--- src/rtl/alu_exec_pkg.sv ---
// alu_exec_pkg: shared types and constants for the alu_exec execute unit.
//   alu_op_e   - 4-bit operation codes from the ALU controller
//   state_e    - top-level sequencing states (IDLE, SHIFT)
//   DATA_WIDTH_DEF - default operand/result width
//   is_shift_op - true for SLL/SRL/SRA
package alu_exec_pkg;

  localparam int unsigned DATA_WIDTH_DEF = 32;

  typedef enum logic [3:0] {
    OP_AND = 4'b0000,
    OP_SUB = 4'b0001,
    OP_ADD = 4'b0010,
    OP_SLL = 4'b0011,
    OP_SRL = 4'b0100,
    OP_SRA = 4'b0101,
    OP_XOR = 4'b0110,
    OP_OR  = 4'b0111,
    OP_SLT = 4'b1000,
    OP_BEQ = 4'b1001
  } alu_op_e;

  typedef enum logic {
    IDLE,
    SHIFT
  } state_e;

  function automatic logic is_shift_op(input logic [3:0] op);
    return (op == OP_SLL) || (op == OP_SRL) || (op == OP_SRA);
  endfunction

endpackage

--- src/rtl/alu_exec_shifter.sv ---
// alu_exec_shifter: iterative one-bit-per-cycle shifter.
// Ports:
//   clk, reset        - clock, synchronous active-high reset
//   start             - load load_val/shamt and latch direction controls
//   left, arith       - shift left / arithmetic right (sign replicate)
//   load_val, shamt   - value to shift and number of steps
//   done              - high on the cycle whose edge performs the last step
//   shift_val         - working value after the current step
module alu_exec_shifter #(
  parameter int unsigned DATA_WIDTH = 32,
  parameter int unsigned SHAMT_W    = $clog2(DATA_WIDTH)
) (
  input  logic                  clk,
  input  logic                  reset,
  input  logic                  start,
  input  logic                  left,
  input  logic                  arith,
  input  logic [DATA_WIDTH-1:0] load_val,
  input  logic [SHAMT_W-1:0]    shamt,
  output logic                  done,
  output logic [DATA_WIDTH-1:0] shift_val
);

  localparam logic [SHAMT_W-1:0] CNT_ONE = SHAMT_W'(1);

  logic [DATA_WIDTH-1:0] work_q, work_d;
  logic [SHAMT_W-1:0]    cnt_q, cnt_d;
  logic                  left_q, left_d;
  logic                  arith_q, arith_d;

  always_comb begin
    if (left_q) begin
      shift_val = {work_q[DATA_WIDTH-2:0], 1'b0};
    end else begin
      shift_val = {arith_q & work_q[DATA_WIDTH-1], work_q[DATA_WIDTH-1:1]};
    end
  end

  assign done = (cnt_q == CNT_ONE);

  always_comb begin
    work_d  = work_q;
    cnt_d   = cnt_q;
    left_d  = left_q;
    arith_d = arith_q;
    if (start) begin
      work_d  = load_val;
      cnt_d   = shamt;
      left_d  = left;
      arith_d = arith;
    end else if (cnt_q != '0) begin
      work_d = shift_val;
      cnt_d  = cnt_q - CNT_ONE;
    end
  end

  always_ff @(posedge clk) begin
    if (reset) begin
      work_q  <= '0;
      cnt_q   <= '0;
      left_q  <= 1'b0;
      arith_q <= 1'b0;
    end else begin
      work_q  <= work_d;
      cnt_q   <= cnt_d;
      left_q  <= left_d;
      arith_q <= arith_d;
    end
  end

endmodule

--- src/rtl/alu_exec.sv ---
// alu_exec: multi-cycle integer execute unit with valid/ready on both sides.
// Ports:
//   clk, reset              - clock, synchronous active-high reset
//   in_valid/in_ready       - input handshake (operation, src_a, src_b)
//   operation               - 4-bit op code (see alu_op_e)
//   src_a, src_b            - operands; src_b[SHAMT_W-1:0] is the shift amount
//   out_valid/out_ready     - output handshake
//   result, zero            - registered result and (result == 0)
//   busy                    - iterative shift in progress
// Build option: ALU_EXEC_BARREL_SHIFT_EN computes shifts combinationally in a
// single cycle; otherwise shifts iterate one bit per cycle in alu_exec_shifter.
module alu_exec
  import alu_exec_pkg::*;
#(
  parameter int unsigned DATA_WIDTH = DATA_WIDTH_DEF,
  parameter int unsigned SHAMT_W    = $clog2(DATA_WIDTH)
) (
  input  logic                  clk,
  input  logic                  reset,
  input  logic                  in_valid,
  output logic                  in_ready,
  input  logic [3:0]            operation,
  input  logic [DATA_WIDTH-1:0] src_a,
  input  logic [DATA_WIDTH-1:0] src_b,
  output logic                  out_valid,
  input  logic                  out_ready,
  output logic [DATA_WIDTH-1:0] result,
  output logic                  zero,
  output logic                  busy
);

  logic [DATA_WIDTH-1:0] result_q, result_d;
  logic                  zero_q, zero_d;
  logic                  out_valid_q, out_valid_d;
  logic [DATA_WIDTH-1:0] alu_res;
  logic [SHAMT_W-1:0]    shamt;
  logic                  accept;

  assign shamt = src_b[SHAMT_W-1:0];

  always_comb begin
    alu_res = '0;
    case (operation)
      OP_AND: alu_res = src_a & src_b;
      OP_SUB: alu_res = src_a - src_b;
      OP_ADD: alu_res = src_a + src_b;
`ifdef ALU_EXEC_BARREL_SHIFT_EN
      OP_SLL: alu_res = src_a << shamt;
      OP_SRL: alu_res = src_a >> shamt;
      OP_SRA: alu_res = $unsigned($signed(src_a) >>> shamt);
`else
      // Only reaches the output register for a zero shift amount.
      OP_SLL, OP_SRL, OP_SRA: alu_res = src_a;
`endif
      OP_XOR: alu_res = src_a ^ src_b;
      OP_OR:  alu_res = src_a | src_b;
      OP_SLT: alu_res[0] = ($signed(src_a) < $signed(src_b));
      OP_BEQ: alu_res = src_a ^ src_b;
      default: alu_res = '0;
    endcase
  end

`ifdef ALU_EXEC_BARREL_SHIFT_EN

  assign in_ready = !out_valid_q || out_ready;
  assign accept   = in_valid && in_ready;
  assign busy     = 1'b0;

  always_comb begin
    result_d    = result_q;
    zero_d      = zero_q;
    out_valid_d = out_valid_q;
    if (out_valid_q && out_ready) begin
      out_valid_d = 1'b0;
    end
    if (accept) begin
      result_d    = alu_res;
      zero_d      = (alu_res == '0);
      out_valid_d = 1'b1;
    end
  end

`else

  state_e                state_q, state_d;
  logic                  shift_start;
  logic                  shift_done;
  logic [DATA_WIDTH-1:0] shift_val;

  assign in_ready    = (state_q == IDLE) && (!out_valid_q || out_ready);
  assign accept      = in_valid && in_ready;
  assign shift_start = accept && is_shift_op(operation) && (shamt != '0);
  assign busy        = (state_q == SHIFT);

  alu_exec_shifter #(
    .DATA_WIDTH (DATA_WIDTH),
    .SHAMT_W    (SHAMT_W)
  ) u_shifter (
    .clk       (clk),
    .reset     (reset),
    .start     (shift_start),
    .left      (operation == OP_SLL),
    .arith     (operation == OP_SRA),
    .load_val  (src_a),
    .shamt     (shamt),
    .done      (shift_done),
    .shift_val (shift_val)
  );

  always_comb begin
    state_d     = state_q;
    result_d    = result_q;
    zero_d      = zero_q;
    out_valid_d = out_valid_q;
    if (out_valid_q && out_ready) begin
      out_valid_d = 1'b0;
    end
    case (state_q)
      IDLE: begin
        if (shift_start) begin
          state_d = SHIFT;
        end else if (accept) begin
          result_d    = alu_res;
          zero_d      = (alu_res == '0);
          out_valid_d = 1'b1;
        end
      end
      SHIFT: begin
        if (shift_done) begin
          result_d    = shift_val;
          zero_d      = (shift_val == '0);
          out_valid_d = 1'b1;
          state_d     = IDLE;
        end
      end
      default: state_d = IDLE;
    endcase
  end

  always_ff @(posedge clk) begin
    if (reset) begin
      state_q <= IDLE;
    end else begin
      state_q <= state_d;
    end
  end

`endif

  always_ff @(posedge clk) begin
    if (reset) begin
      result_q    <= '0;
      zero_q      <= 1'b0;
      out_valid_q <= 1'b0;
    end else begin
      result_q    <= result_d;
      zero_q      <= zero_d;
      out_valid_q <= out_valid_d;
    end
  end

  assign result    = result_q;
  assign zero      = zero_q;
  assign out_valid = out_valid_q;

endmodule

--- config.mk ---
export PLATFORM = sky130hd
export DESIGN_NAME = alu_exec
export DESIGN_NICKNAME = d
export VERILOG_FILES = /design/src/rtl/alu_exec_pkg.sv /design/src/rtl/alu_exec_shifter.sv /design/src/rtl/alu_exec.sv
export SDC_FILE = /design/constraint.sdc
export NUM_CORES = 1
export LEC_CHECK = 0
export CAP_MARGIN = 10
export CORE_MARGIN = 2
export CORE_UTILIZATION = 38
export DETAILED_ROUTE_END_ITERATION = 7
export HOLD_SLACK_MARGIN = 0.02
export SETUP_SLACK_MARGIN = 0.15
export SKIP_CTS_REPAIR_TIMING = 1
export SYNTH_ARGS = -nofsm -noshare
export SYNTH_HDL_FRONTEND = slang
export SYNTH_SLANG_ARGS = --single-unit
export TNS_END_PERCENT = 20
--- constraint.sdc ---
create_clock -name clk -period 6.3 [get_ports clk]
set_clock_uncertainty 0.1 [all_clocks]
set_input_delay 1.575 -clock clk [delete_from_list [all_inputs] [get_ports clk]]
set_output_delay 1.575 -clock clk [all_outputs]
set_load 0.05 [all_outputs]
==> results by group <==
Place
  • DP Cell Count: 1758
  • Post-DP Area: 10800 um2
  • Dpl ws: 0.455 ns
  • Final Wtd Congestion: 0.992
  • Post-DP HPWL: 28800 um
  • Port-buffer cells: 107

Critical path
  • Reg2reg path depth: 11
  • Largest fanout on the critical path: 5
  • Crit path kind: in2reg
  • Worst setup EP type: flip-flop
  • Crit Reg-Reg Startpoint: busy
  • CP Cell Sequence: clkdlybuf4s50_1 > ha_1 > inv_1 > fa_1 > nor2b_1 > o21ai_0 > a31oi_1 > a21oi_1 > o221ai_1 > a21oi_1 > o21ai_0 > o311ai_0 > buf_4 > or2_2 > nor4_1 > a41o_1
  • Worst Path Arrival: 5.79 ns
  • Slowest cell on crit path: clkdlybuf4s50_1
  • Reg-to-reg endpoint: zero
  • Max stage delay on crit path: 0.60 ns
  • R2R Setup Slk: 3.12 ns
  • Crit path launch type: primary input
  • Critical Path RT: 6.49 ns

Die
  • Row count: 57
  • Die X: 162 um
  • Ports: 108
  • Initial core utilization: 0.389
  • Die ar.: 26200 um2
  • Die Span Y: 162 um
  • Core area: 24400 um2

Synthesis
  • Mapped Cells: 1389
  • Top post-synthesis cells by count: 166 x nor2_1, 161 x a21oi_1, 131 x nand2_1
  • Synth unique cells: 78
  • Top-area cell type share of the netlist area: 0.156
  • Number of synthesized register bits: 74
  • Yosys Warn Count: 0
  • Post-synth top area cell: dfxtp_1
  • Post-Syn Area: 9480 um2
  • Seq/Total Area, Yosys: 0.156
  • Mapped Avg Cell Area: 6.82 um2
  • Post-Synthesis Net Count: 1562
  • Top-count cell post-synth: nor2_1
  • Post-synth EDFFs: 0
  • Area contributors post-synth: dfxtp_1 16%, ha_1 13%, a21oi_1 8.5%
  • Main synth FF type: dfxtp_1
  • Async SR Flop Fraction: 0

Layout
  • Fin cells: 1774
  • Nets: 1618
  • Finished Core Util: 0.460
  • Diodes inserted: 0
  • Design area: 11200 um2
  • Layout cell share with drive strength beyond 1: 0.0524
  • Layout area overhead: 18.3%

Power and ir drop
  • Maximum vdd drop: 0.232 mV
  • Power density cells: 264 nW/um2
  • Leak Pwr: 4.52 nW
  • Tot Pwr: 2.96 mW

Route
  • Post-DRT Antenna Nets: 0
  • DRT iter0 DRCs: 1063
  • TritonRoute pass-1 iters: 6
  • Top Layer Used: met4
  • WL met2: 15600 um
  • Routed vias/inst: 6.07
  • Vias: 10800
  • Drt wl/cell: 20.8 um
  • WL met3: 3430 um
  • WL final: 36900 um
  • Residual DRC: 0
  • Met1 wire length: 16900 um

GRT
  • First-pass GRT wire length: 56300 um
  • Largest net degree at the start of global routing: 75
  • Vias in the first global route: 9837
  • Initial antenna violation count: 0
  • Grt ovf: 0
  • All-Layer GR Usage: 0.271

Timing
  • Rel. slew slack: 0.125
  • Hold Vio Cnt, Final: 0
  • Final TNS setup: 0 ns
  • Worst-Margin Slew: 1.30 ns
  • Setup Viol. Count Final: 0
  • Final worst setup slack: 0.692 ns
  • Final hold slack: 0.349 ns
  • Fin crit period: 5.61 ns
  • Tcrit/Tclk final: 0.890
  • Max Slew Vio Count: 0
  • Fmax: 0.178 GHz
  • RSZ-0062 raised after global routing: false

Min path
  • Worst hold path startpoint: result[4]
  • Hold crit path type: reg2reg
  • Hold EP: result[4]
  • Hold path depth: 2

Clock network
  • CTS tree: yes
  • Clk buf depth: 2
  • H-tree depth: 3
  • Clk pin slew, worst setup/hold paths: 0.06 ns
  • Clock latency on the worst-skew pair: 0.34 ns
  • CTS buffer count: 9
  • Clk root buf: clkbuf_16
  • TritonCTS Sinks: 74

Run status
  • Status: finished, final reports clean

Flow run
  • Max-cap violations: 0
[worst max path at each step]
stage,startpoint,depth (start not counted),endpoint,slack [ns]
floorplan,src_a[0],14,zero,1.71
CTS,src_b[0],16,zero,0.81
finish,src_b[0],16,zero,0.69
detailed placement,src_b[0],16,zero,0.46
global placement,src_b[0],15,zero,0.48
global route,src_b[0],16,zero,0.45
[layout by cell type (no fill, tap or decap), types with 8 or more instances in the layout]
master / netlist / layout
nor4_1: 13 / 12
xnor2_1: 8 / 8
a221oi_1: 18 / 18
nand2_1: 131 / 130
mux2i_1: 40 / 40
o21bai_1: 8 / 8
clkdlybuf4s50_1: 0 / 106
clkbuf_16: 0 / 9
nand3_1: 29 / 29
nand4_1: 18 / 18
a31oi_1: 19 / 19
nor3_1: 37 / 35
buf_4: 3 / 31
ha_1: 99 / 99
and2_1: 11 / 10
o21ai_0: 60 / 60
o22ai_1: 15 / 15
nor2_1: 166 / 165
nand2b_1: 13 / 13
o31ai_1: 10 / 10
a221o_1: 11 / 11
nor2b_1: 12 / 12
inv_1: 102 / 102
or3_1: 8 / 8
a21o_1: 13 / 13
a21oi_1: 161 / 160
and3_1: 10 / 10
o21a_1: 9 / 9
o211ai_1: 33 / 33
dfxtp_1: 74 / 73
a211oi_1: 53 / 53
[state kept, by name, indices dropped and copies added, names as in the netlist]
name and flops:
u_shifter.cnt_q 5, zero 1, u_shifter.arith_q 1, busy 1, out_valid 1, result 32
u_shifter.left_q 1, u_shifter.work_q 32
[power by group]
group / switching (mW) / leakage, nW / internal (mW)
registers: 0.101 / 0.608 / 0.599
clock network: 0.206 / 0.177 / 0.429
logic: 1.03 / 3.74 / 0.599
total: 1.33 / 4.52 / 1.63
[routing by layer]
metal | vias up | track usage
met5 | - | 0
met2 | 541 | 0.408
met4 | 0 | 0.0837
met3 | 63 | 0.0585
li1 | 5174 | -
met1 | 4982 | 0.386
[logic make-up (layout without fill, tap and decap cells)]
family                   count (synthesis)  after routing  synth area share
buffers and inverters                  198            259            0.0817
XOR/XNOR                                 9              9           0.00832
AND/OR/NAND/NOR                        473            473             0.229
adder cells (fa/ha/maj)                101            101             0.135
flip-flops                              74             74             0.156
multiplexers                            41             41            0.0434
AO/OA/AOI/OAI                          493            493             0.347
[layout make-up]
class / count / area (um2)
sequential: 74 / 1480
clock inverter: 6 / 138
multi-input combinational: 1117 / 7250
clock buffer: 10 / 229
timing repair buffer: 139 / 1320
fill: 2576 / 13200
tap: 324 / 405
inverter: 104 / 390
[critical path, delay by kind of cell]
family / cells / cell delay (ns)
compound gates: 8 / 1.89
simple gates: 3 / 0.79
fa+ha+maj: 2 / 0.68
buf+inv: 3 / 0.86
Power figures use the tool's default switching activity.
